==> config.mk <==
export PLATFORM = sky130hd
export DESIGN_NAME = encode_bit_packer
export DESIGN_NICKNAME = d
export VERILOG_FILES = /design/src/rtl/jpegls_pkg.sv /design/src/rtl/encode_byte_stuffer.sv /design/src/rtl/encode_bit_packer.sv
export SDC_FILE = /design/constraint.sdc
export NUM_CORES = 1
export LEC_CHECK = 0
export CAP_MARGIN = 10
export CORE_MARGIN = 2
export CORE_UTILIZATION = 31
export DETAILED_ROUTE_END_ITERATION = 6
export PLACE_DENSITY_LB_ADDON = 0.3
export SLEW_MARGIN = 20
export SYNTH_ARGS = -nofsm -noshare
export SYNTH_HDL_FRONTEND = slang
export SYNTH_SLANG_ARGS = --single-unit
==> constraint.sdc <==
create_clock -name clk -period 8 [get_ports clk]
set_input_delay 0.8 -clock clk [delete_from_list [all_inputs] [get_ports clk]]
set_output_delay 0.8 -clock clk [all_outputs]
set_load 0.01 [all_outputs]
==> src/rtl/jpegls_pkg.sv <==
// Shared JPEG-LS encoder definitions: default widths, packer FSM encoding
// and the marker byte that triggers bit stuffing.
package jpegls_pkg;

  localparam int default_encodedpixel_width  = 32;
  localparam int default_encodedlength_width = 6;
  localparam int default_buffer_width        = 64;

  localparam logic [7:0] marker_ff = 8'hFF;

  typedef enum logic [1:0] {
    ST_RUN   = 2'd0,
    ST_FLUSH = 2'd1,
    ST_DONE  = 2'd2
  } packer_state_t;

endpackage

==> src/rtl/encode_byte_stuffer.sv <==
// Forms the next stream byte from the accumulator top bits, applying the
// forced-zero MSB after a 0xFF byte and zero padding during a flush.
module encode_byte_stuffer
  import jpegls_pkg::*;
#(
  parameter int fill_w = 7
) (
  input  logic [7:0]        top_bits,
  input  logic [fill_w-1:0] fill,
  input  logic              last_ff,
  input  logic              pad,
  output logic [7:0]        stuffed_byte,
  output logic              byte_ok,
  output logic [3:0]        consume,
  output logic              next_last_ff
);

  logic [3:0] need;

  always_comb begin
    need         = last_ff ? 4'd7 : 4'd8;
    stuffed_byte = last_ff ? {1'b0, top_bits[7:1]} : top_bits;
    byte_ok      = 1'b0;
    consume      = 4'd0;
    if (fill >= fill_w'(need)) begin
      byte_ok = 1'b1;
      consume = need;
    end else if (pad && (fill != '0 || last_ff)) begin
      // Bits below fill are always zero, so the top bits are already padded;
      // with fill == 0 after 0xFF this yields the terminating 0x00.
      byte_ok = 1'b1;
      consume = fill[3:0];
    end
    next_last_ff = (stuffed_byte == marker_ff);
  end

endmodule

==> src/rtl/encode_bit_packer.sv <==
// Packs right-aligned variable-length code words MSB-first into a stuffed
// JPEG-LS byte stream, with an end-of-scan flush handshake.
module encode_bit_packer
  import jpegls_pkg::*;
#(
  parameter int encodedpixel_width  = default_encodedpixel_width,
  parameter int encodedlength_width = default_encodedlength_width,
  parameter int buffer_width        = default_buffer_width
) (
  input  logic                           clk,
  input  logic                           rst,
  input  logic                           in_valid,
  output logic                           in_ready,
  input  logic [encodedpixel_width-1:0]  encoded_pixel,
  input  logic [encodedlength_width-1:0] encoded_length,
  input  logic                           flush_req,
  output logic                           out_valid,
  input  logic                           out_ready,
  output logic [7:0]                     out_byte,
  output logic                           flush_done
);

  localparam int fill_w = 7;

  packer_state_t state, state_nxt;

  logic [buffer_width-1:0]       acc, acc_shift, word_ext, acc_nxt;
  logic [fill_w-1:0]             fill, fill_mid, fill_nxt;
  logic                          last_ff;
  logic [encodedpixel_width-1:0] word_left;
  logic [encodedlength_width:0]  word_shift;
  logic [7:0]                    stuffed_byte;
  logic                          byte_ok, next_last_ff, fire, accept;
  logic [3:0]                    consume, consume_eff;

  encode_byte_stuffer #(.fill_w(fill_w)) u_stuffer (
    .top_bits     (acc[buffer_width-1 -: 8]),
    .fill         (fill),
    .last_ff      (last_ff),
    .pad          (state == ST_FLUSH),
    .stuffed_byte (stuffed_byte),
    .byte_ok      (byte_ok),
    .consume      (consume),
    .next_last_ff (next_last_ff)
  );

  assign in_ready   = (state == ST_RUN) && (fill <= fill_w'(buffer_width - encodedpixel_width));
  assign accept     = in_valid && in_ready;
  assign fire       = (!out_valid || out_ready) && byte_ok;
  assign flush_done = (state == ST_DONE);

  // Extract first, then append the new word directly below the surviving bits.
  always_comb begin
    consume_eff = fire ? consume : 4'd0;
    acc_shift   = acc << consume_eff;
    fill_mid    = fill - fill_w'(consume_eff);
    // Left-aligning the word drops any bits above its length.
    word_shift  = (encodedlength_width+1)'(encodedpixel_width) - {1'b0, encoded_length};
    word_left   = encoded_pixel << word_shift;
    word_ext    = {word_left, {(buffer_width-encodedpixel_width){1'b0}}} >> fill_mid;
    acc_nxt     = accept ? (acc_shift | word_ext) : acc_shift;
    fill_nxt    = fill_mid + (accept ? fill_w'(encoded_length) : '0);
  end

  always_comb begin
    state_nxt = state;
    case (state)
      ST_RUN:   if (flush_req) state_nxt = ST_FLUSH;
      ST_FLUSH: if (fill == '0 && !last_ff && !out_valid) state_nxt = ST_DONE;
      ST_DONE:  state_nxt = ST_RUN;
      default:  state_nxt = ST_RUN;
    endcase
  end

  always_ff @(posedge clk or posedge rst) begin
    if (rst) begin
      state     <= ST_RUN;
      acc       <= '0;
      fill      <= '0;
      last_ff   <= 1'b0;
      out_valid <= 1'b0;
      out_byte  <= 8'h00;
    end else begin
      state <= state_nxt;
      acc   <= acc_nxt;
      fill  <= fill_nxt;
      if (state == ST_DONE)
        last_ff <= 1'b0;
      else if (fire)
        last_ff <= next_last_ff;
      if (fire) begin
        out_valid <= 1'b1;
        out_byte  <= stuffed_byte;
      end else if (out_ready) begin
        out_valid <= 1'b0;
      end
    end
  end

endmodule

# After elaboration in Yosys (flattened, before gate mapping)
# Cells that the tools add are included.
dict set report word_totals {
  mem_bits_rw 0
  mem_count 0
  output_inout_bits 11
  elab_cells 52
  regBits 83
  latchBits 0
  romBits 0
  inputBits 43
}
dict set report classes {
  div 0
  n_lt_le_gt_ge 2
  n_reduce_logical 16
  shifts 3
  eq_ne 5
  mul 0
  n_addsub 3
  n_bitwise 1
  mux 16
}
# operator n
set ops {}
lappend ops {{2-to-1 mux 64 bit} 1}
lappend ops {{OR 64 bit} 1}
lappend ops {{<< shifter 64 x 4 -> 64 bit} 1}
lappend ops {{right shift 64 x 7 -> 64 bit} 1}
lappend ops {{<< shifter 32 x 7 -> 32 bit} 1}
lappend ops {{2-to-1 mux 4 bit} 4}
lappend ops {{== test 8 bit (second input constant)} 1}
lappend ops {{2-to-1 mux 8 bit} 1}
lappend ops {{adder 7 x 6 -> 7 bit} 1}
lappend ops {{greater-or-equal comparator 7 x 4 -> 1 bit} 1}
lappend ops {{less-or-equal comparator 7 x 6 -> 1 bit (second input constant)} 1}
lappend ops {{logical NOT 7 bit} 1}
lappend ops {{nonzero test 7 bit} 1}
lappend ops {{subtractor 6 x 6 -> 7 bit (first input constant)} 1}
lappend ops {{subtractor 7 x 4 -> 7 bit} 1}
lappend ops {{logical AND 1 bit} 6}
lappend ops {{2-to-1 mux 1 bit} 6}
lappend ops {{2-to-1 mux 6 bit} 1}
lappend ops {{2-to-1 mux 2 bit} 2}
lappend ops {{inequality test 2 bit (second input constant)} 2}
lappend ops {{case mux 2 bit (2 select lines)} 1}
lappend ops {{nonzero test 2 bit} 2}
lappend ops {{== test 2 x 1 -> 1 bit (second input constant)} 1}
lappend ops {{== test 2 bit (second input constant)} 1}
lappend ops {{other kinds (4)} 6}

# Longest topological paths before layout
# Gate-level depths: netlist of the first run.
dict set report logic_depth {
  word_depth 11
  ltp_mapped 25
  depth_no_buf 21
}

# Modules after synthesis
# From an unflattened synthesis of the first run, not the netlist that was laid out.
dict set report unflattened {
  cells_unflattened 1377
  hier_area_um2 11662.4
}
# mod area_each_um2 instances seq_area_each_um2 cells_per_inst
set modules_own_cells {}
lappend modules_own_cells {encode_bit_packer 11375.9 1 2077.0 1341}
lappend modules_own_cells {encode_byte_stuffer 286.5 1 0.0 36}

# Worst setup path after synthesis of the first run
# Ideal clock, no wire load.
dict set report synth_timing {
  path_kind {flip-flop to flip-flop}
  start {reg last_ff}
  end {reg acc[32]}
  synth_period_minus_slack_ns 5.632
  slack_ns 2.368
  required_time_ns 7.913
  path_buffers 6
  setup_time_ns 0.087
  t_arrival_ns 5.546
  path_stages_with_launch 22
  path_cell_list {dfrtp_1 > buf_1 > inv_1 > ha_1 > a211oi_1 > o21a_1 > mux2_2 > inv_1 > buf_2 > buf_2 > buf_2 > ha_1 > fa_1 > clkinv_1 > clkbuf_1 > clkbuf_1 > a32oi_1 > o21ai_0 > o31ai_1 > mux2_2 > or2_2 > o211ai_1}
}
dict set report synth_between {
  elab_chain_len 10
  elab_cells_between_ends 15
  classes_between {1 x add/sub; 1 x order compare; 2 x shift; 7 x mux; 1 x bitwise; 3 x reduce/logical}
}
# element line
set synth_lines {}
lappend synth_lines {{from (decl)} encode_bit_packer.sv:29} ;# logic last_ff;
lappend synth_lines {{from (signal assigned)} encode_bit_packer.sv:90} ;# last_ff <= next_last_ff;
lappend synth_lines {{parallel branches: the longest is 5 deep, another holds greater-or-equal comparator 7 x 4 -> 1 bit} -}
lappend synth_lines {{2-to-1 mux 4 bit (*)} encode_bit_packer.sv:54} ;# consume_eff = fire ? consume : 4'd0;
lappend synth_lines {{subtractor 7 x 4 -> 7 bit} encode_bit_packer.sv:56} ;# fill_mid = fill - fill_w'(consume_eff);
lappend synth_lines {{right shift 64 x 7 -> 64 bit} encode_bit_packer.sv:60} ;# word_ext = {word_left, {(buffer_width-encodedpixel_width){1'b0}}} >> fill_mid;
lappend synth_lines {{OR 64 bit} encode_bit_packer.sv:61} ;# acc_nxt = accept ? (acc_shift | word_ext) : acc_shift;
lappend synth_lines {{2-to-1 mux 64 bit (*)} encode_bit_packer.sv:61}
lappend synth_lines {{named net acc_nxt[32]} encode_bit_packer.sv:27} ;# logic [buffer_width-1:0] acc, acc_shift, word_ext, acc_nxt;
lappend synth_lines {{to (signal assigned)} encode_bit_packer.sv:85} ;# acc <= acc_nxt;
lappend synth_lines {{to (decl)} encode_bit_packer.sv:27}
# Mark *: on every way through the listed nets, which the timed path passes.
# A chain may end at the register's enable or synchronous reset.

# Worst setup path after layout of the first run
# Ends and elaborated chain as after synthesis.

==> flow_summary_export.csv, run 1 <==
group,metric,value,unit
critical_path,critPathMostFrequentCell,"o21ai_0",
critical_path,endpoint_kind,"register",
power,ir_worst_vdd,0.000287,V
hold_path,hold_depth,2,
synthesis,synth-main-ff-cell,"dfrtp_1",
outcome,status,"finished, final reports clean",
synthesis,yosysTopAreaCell,"mux2i_1",
synthesis,ys.warnings.count,0,
routing,first_pass_iters,6,
sta,hold_viol,0,
floorplanning,coreArea,36800,µm²
routing,drtAntennaViolNets,0,
synthesis,synth_top_area_frac,0.179,
power,leakage,0.00465,µW
floorplanning,initial_core_util,0.316,
clock_tree,cts_sinks,83,
clock_tree,cts_hold_buf,0,
routing,routed_wl,47900,µm
hold_path,hold_path_class,"reg2reg",
routing,drc,0,
synthesis,synthesis.nets,1408,
cells_and_area,nets,1388,
critical_path,crit_path_top_delay_cell,"nor2_1",
critical_path,r2r-end,"acc[32]$_DFF_PP0_",
clock_tree,cts.path.max_buffers,2,
floorplanning,die_h,198,µm
grt,antenna_found_initial,0,
critical_path,crit_buf_inv,2,
synthesis,yosys.cell_types.count,96,
cells_and_area,final_cell_mix,"208 x mux2i_1, 118 x nand2_1, 83 x dfrtp_1, 75 x a21oi_1, 67 x o21ai_0",
grt,grt_pass1_wl,73000,µm
sta,fmax,148,MHz
routing,wire_per_inst,26.6,µm
cells_and_area,layout-drive-gt1-share,0.129,
sta,slew_violations,0,
critical_path,r2r_start,"last_ff$_DFFE_PP0P_",
routing,vias,12000,
routing,first_iter_violations,1535,
critical_path,rrSetupSlack,1.25,ns
critical_path,path_cells,"inv_1, ha_1, a211oi_1, o21ai_0, or3_1, nand2_2, clkinv_1, ha_1, nor2b_1, o21ai_0, a21boi_0, o31a_1, or3_1, nor2_1, o21ai_0, o211ai_1",
sta,setup_violations,0,
placed_design,globalplace.congestion,0.983,
sta,fin_crit,6.75,ns
synthesis,async_flop_share,1.00,
sta,whs,0.480,ns
sta,rsz0062_at_grt,"false",
critical_path,cpLargestDelayFamily,"simple AND/OR/NAND/NOR gates",
grt,grt_remaining_overflow,0,
synthesis,synth_area_leaders,"mux2i_1 18%, dfrtp_1 18%, mux4_2 7.9%",
synthesis,mappedNetlistArea,11600,µm²
cells_and_area,diodes,0,
placed_design,port_buffers,53,
hold_path,min-delay-start,"out_byte[7]$_DFFE_PP0P_",
sta,fin_setup_tns,0,ns
clock_tree,cts_resized,0,
cells_and_area,layout_commonest_cell,"mux2i_1",
sta,tightest_slew,1.18,ns
critical_path,critical_path.max_stage_delay,0.92,ns
floorplanning,num_rows,70,
clock_tree,htree_num_levels,3,
clock_tree,clk_latency,0.35,ns
critical_path,cp.arrival,7.00,ns
sta,clock_skew,0.0108,ns
hold_path,holdPathEnd,"out_byte[7]$_DFFE_PP0P_",
critical_path,crit_path_start_kind,"register",
power,p_per_area,443,nW/µm²
synthesis,seq_area_frac_synth,0.178,
clock_tree,cts_tree,"built",
critical_path,cp_max_fo,17,
floorplanning,io_pins,54,
clock_tree,post_cts_buffers,0,
critical_path,required,8.25,ns
floorplanning,dieArea,39100,µm²
synthesis,synth.avg_cell_area,8.64,µm²
sta,finalCritPeriodShare,0.843,
synthesis,ys_seq_elements,83,
routing,vias_per_cell,6.68,
placed_design,hpwl,36600,µm
clock_tree,root_buffer,"clkbuf_16",
synthesis,synth_edf_count,0,
critical_path,crit_type,"reg2reg",
grt,grt_pass1_vias,11600,
clock_tree,clk_pin_slew,0.06,ns
grt,grt_max_degree,66,
grt,track_usage,0.243,
floorplanning,die_w,198,µm
job,maxCapViolCount,0,
sta,maxSlewHeadroom,0.204,
critical_path,reg2reg_depth,16,
synthesis,netlist_instances,1348,
cells_and_area,syn2layout_area_growth,9.45,%
clock_tree,numCtsBuffers,9,
[state kept, by name, summed over array words and instances, names as in the netlist]
register and flops:
acc 64, out_byte 8, fill 7, state 2
last_ff 1, out_valid 1
[how the worst max path moves through the flow]
stage / from / cells past startpoint / end / slack (ns)
after floorplan: last_ff$_DFFE_PP0P_ / 21 / acc[32]$_DFF_PP0_ / 2.37
after global placement: last_ff$_DFFE_PP0P_ / 16 / acc[32]$_DFF_PP0_ / 1.49
after detailed placement: last_ff$_DFFE_PP0P_ / 16 / acc[32]$_DFF_PP0_ / 1.44
after CTS: last_ff$_DFFE_PP0P_ / 16 / acc[32]$_DFF_PP0_ / 1.42
after global routing: last_ff$_DFFE_PP0P_ / 18 / acc[24]$_DFF_PP0_ / 0.78
final: last_ff$_DFFE_PP0P_ / 16 / acc[32]$_DFF_PP0_ / 1.25
[cell usage after synthesis (5+ instances only)]
master and number:
nand2_1 119, o21ai_1 5, mux2i_1 208, o32ai_1 5
clkbuf_1 57, nand4_1 7, o21a_1 6, a2bb2oi_1 10
buf_4 5, buf_2 29, o211ai_1 22, o21ai_0 68
a22oi_1 33, inv_1 15, ha_1 15, a221o_1 9
nor2b_1 6, and3_1 17, nand2b_1 8, a31oi_1 18
a21o_1 13, and2_1 14, a21oi_1 76, a211oi_1 33
o221ai_1 20, o31ai_1 9, nor4_1 15, buf_1 9
dfrtp_1 83, nor2_1 65, nor3_1 32, or4_1 6
mux2_2 49, o22ai_1 15, mux4_2 41, or2_2 5
a221oi_1 14, nand3_1 39, buf_6 10, clkinv_1 6
a211o_1 13
[kinds of logic after synthesis]
kind of cell / after synthesis / synth area share
multiplexers: 302 / 0.311
adder cells (fa/ha/maj): 17 / 0.0196
AND/OR/NAND/NOR: 357 / 0.151
XOR/XNOR: 12 / 0.0126
buffers and inverters: 133 / 0.0541
AO/OA/AOI/OAI: 444 / 0.273
flip-flops: 83 / 0.178
[per-layer routing]
layer / vias up / share of wire / track usage
met5: - / 0 / 0
met4: 0 / 0.044 / 0.105
met3: 137 / 0.069 / 0.0286
met2: 646 / 0.46 / 0.393
met1: 5930 / 0.43 / 0.326
li1: 5313 / - / -
[worst register-to-register path: cells and delay by family (launching register included)]
kind            cells  cell delay [ns]
simple gates        5             2.45
compound gates      7             1.75
flops               1             0.77
buf+inv             2             0.79
fa+ha+maj           2             0.88
[power breakdown]
part	total, µW	switching [µW]	internal, µW
clock network	419	178	241
logic	4530	3090	1450
registers	695	129	565
[final cells by class]
cell class / count / area, µm²
clock buffer: 11 / 233
clock inverter: 4 / 52.6
fill: 3895 / 24000
inverter: 23 / 87.6
multi-input combinational: 1132 / 8980
sequential: 83 / 2080
tap: 468 / 586
timing repair buffer: 79 / 721
[metrics by stage]
stage	total power [µW]	setup slack (ns)	instance area, µm²	cells	utilization
detailed placement	5020	1.44	12500	1785	0.339
global route	5880	0.784	12700	1800	0.346
floorplan	3540	2.37	11600	1348	-
CTS	5460	1.42	12700	1800	0.346
global placement	5030	1.49	12500	1785	0.339
finish	5650	1.25	12700	1800	0.346
Note: power is estimated with default switching activity, not from simulation.
==> run 2, diff against run 1 <==
Clock period 8 ns to 5.8 ns, I/O delays scaled along.
==> run 2 against run 1 <==
  * Utilization rose by 1.1 points
  * Global-route usage increased by 0.55 points
  * Via count is 1.1% higher
  * Register-to-register slack got worse by 1.1 ns
  * Clock-buffer cell count fell by 2
  * Routed wire length increased by 1.4%
  * Cell count is 2.7% higher
  * Clock skew hardly changed
  * Maximum frequency up 19%
  * Sequential power up 37%
  * Critical path depth up 1
==> flow_summary_export.csv, run 2 (synthesized netlist as in run 1, its figures left out) <==
group,metric,value,unit
outcome,status,"finished, final reports clean",
power,p_per_area,608,nW/µm²
routing,wire_per_inst,26.3,µm
sta,fin_crit,5.67,ns
cells_and_area,largest_reg_flops,64,
clock_tree,cts_hold_buf,0,
routing,routed_wl,48600,µm
grt,grt_remaining_overflow,0,
floorplanning,dieArea,39100,µm²
critical_path,crit_path_start_kind,"register",
cells_and_area,syn2layout_area_growth,13.0,%
clock_tree,clk_pin_slew,0.07,ns
routing,vias_per_cell,6.57,
clock_tree,htree_num_levels,3,
routing,first_iter_violations,1390,
cells_and_area,post-route-util,0.358,
floorplanning,num_rows,70,
cells_and_area,n_fill_cell,3863,
grt,track_usage,0.248,
hold_path,holdPathEnd,"state[0]$_DFFE_PP0P_",
critical_path,reg2reg_depth,17,
critical_path,rrSetupSlack,0.13,ns
cells_and_area,seqCellArea,2080,µm²
routing,drtAntennaViolNets,0,
cells_and_area,layout_commonest_cell,"mux2i_1",
clock_tree,clk_latency,0.36,ns
clock_tree,root_buffer,"clkbuf_16",
clock_tree,numCtsBuffers,9,
floorplanning,initial_core_util,0.316,
hold_path,hold_depth,1,
sta,fin_ws,0.133,ns
grt,grt_max_degree,66,
hold_path,hold_path_class,"reg2reg",
routing,drc,0,
critical_path,required,6.05,ns
cells_and_area,top_register,"acc",
sta,fmax,176,MHz
power,leakage,0.00490,µW
routing,first_pass_iters,5,
floorplanning,die_w,198,µm
placed_design,port_buffers,53,
grt,grt_pass1_wl,74600,µm
critical_path,cp.arrival,5.92,ns
grt,antenna_found_initial,0,
floorplanning,die_h,198,µm
sta,maxSlewHeadroom,0.310,
critical_path,cp_max_fo,14,
clock_tree,cts_tree,"built",
cells_and_area,reg_top3,"acc (64), out_byte (8), fill (7)",
cells_and_area,layout-drive-gt1-share,0.161,
floorplanning,coreArea,36800,µm²
sta,rsz0062_at_grt,"false",
sta,tightest_slew,1.03,ns
placed_design,hpwl,38200,µm
clock_tree,cts.path.max_buffers,2,
placed_design,post-place-ws,0.0469,ns
hold_path,min-delay-start,"state[1]$_DFFE_PP0P_",
cells_and_area,diodes,0,
clock_tree,cts_sinks,83,
sta,setup_violations,0,
power,ir_worst_vdd,0.000527,V
routing,vias,12200,
critical_path,crit_type,"reg2reg",
sta,finalCritPeriodShare,0.977,
critical_path,r2r_start,"fill[0]$_DFF_PP0_",
floorplanning,io_pins,54,
cells_and_area,nets,1436,
cells_and_area,multi_input_area,8980,µm²
critical_path,endpoint_kind,"register",
sta,hold_viol,0,
sta,fin_setup_tns,0,ns
critical_path,r2r-end,"acc[7]$_DFF_PP0_",
sta,slew_violations,0,
placed_design,globalplace.congestion,0.965,
cells_and_area,final_cell_mix,"208 x mux2i_1, 118 x nand2_1, 83 x dfrtp_1, 75 x a21oi_1, 73 x buf_4",
grt,grt_pass1_vias,11900,
job,maxCapViolCount,0,
sta,clock_skew,0.0110,ns
## run 2: critical path, stage by stage, from the launching register on
cell and delay, ns:
dfrtp_1 0.40, inv_1 0.11, ha_1 0.23, nand2b_1 0.14, a211oi_1 0.28, o21a_1 0.30, mux2_2 0.21, inv_2 0.04
ha_1 0.20, fa_1 0.60, clkinv_1 0.40, a31oi_1 0.41, a22oi_1 0.20, o21ai_0 0.50, nor3_1 0.12, o41ai_1 0.89
o21ai_0 0.32, buf_4 0.21
## run 2: metal layers
metal / vias up / track usage / routed length [µm]
met3: 126 / 0.0196 / 2900
li1: 5410 / - / -
met2: 597 / 0.415 / 22900
met4: 0 / 0.110 / 2270
met1: 6024 / 0.328 / 20500
met5: - / 0 / 0
## run 2: worst max path at each step
| stage | start | depth (start not counted) | end |
|---|---|---|---|
| after global routing | last_ff$_DFFE_PP0P_ | 17 | acc[7]$_DFF_PP0_ |
| after CTS | fill[0]$_DFF_PP0_ | 18 | acc[42]$_DFF_PP0_ |
| after floorplan | last_ff$_DFFE_PP0P_ | 21 | acc[32]$_DFF_PP0_ |
| after detailed placement | encoded_length[1] | 15 | acc[42]$_DFF_PP0_ |
| after global placement | encoded_length[1] | 15 | acc[42]$_DFF_PP0_ |
| final | fill[0]$_DFF_PP0_ | 17 | acc[7]$_DFF_PP0_ |
## run 2: what timing repair did
| action | 4_1_cts | 5_1_grt |
|---|---|---|
| resized for setup | 0 | 0 |
| buffers inserted | 0 | 1 |
| endpoints found under the hold margin | 0 | 0 |
| endpoints found under the setup margin | 0 | 2 |
## run 2: layout make-up
class | instances | share of cell area
Clock inverter | 7 | 0.00761
Clock buffer | 9 | 0.0171
Inverter | 23 | 0.00666
Timing Repair Buffer | 127 | 0.0831
Tap cell | 468 | 0.0445
Sequential cell | 83 | 0.158
Multi-Input combinational cell | 1132 | 0.683
## run 2: where the power goes
| part | total, µW | leakage (µW) | switching, µW | internal, µW |
|---|---|---|---|---|
| Combinational | 6400 | 0.00365 | 4230 | 2170 |
| Clock | 649 | 0.000149 | 269 | 381 |
| Sequential | 950 | 0.00109 | 171 | 780 |
| Total | 8000 | 0.00490 | 4670 | 3330 |
## run 2: metrics by stage
stage / instances / power (µW) / area (µm²) / hold slack (ns)
4_1_cts: 1848 / 7780 / 13100 / 0.483
3_5_place_dp: 1832 / 7110 / 12800 / 0.467
2_1_floorplan: 1348 / 4890 / 11600 / 0.442
6_report: 1849 / 8000 / 13200 / 0.482
5_1_grt: 1849 / 8370 / 13200 / 0.516
3_3_place_gp: 1832 / 7110 / 12800 / 0.467
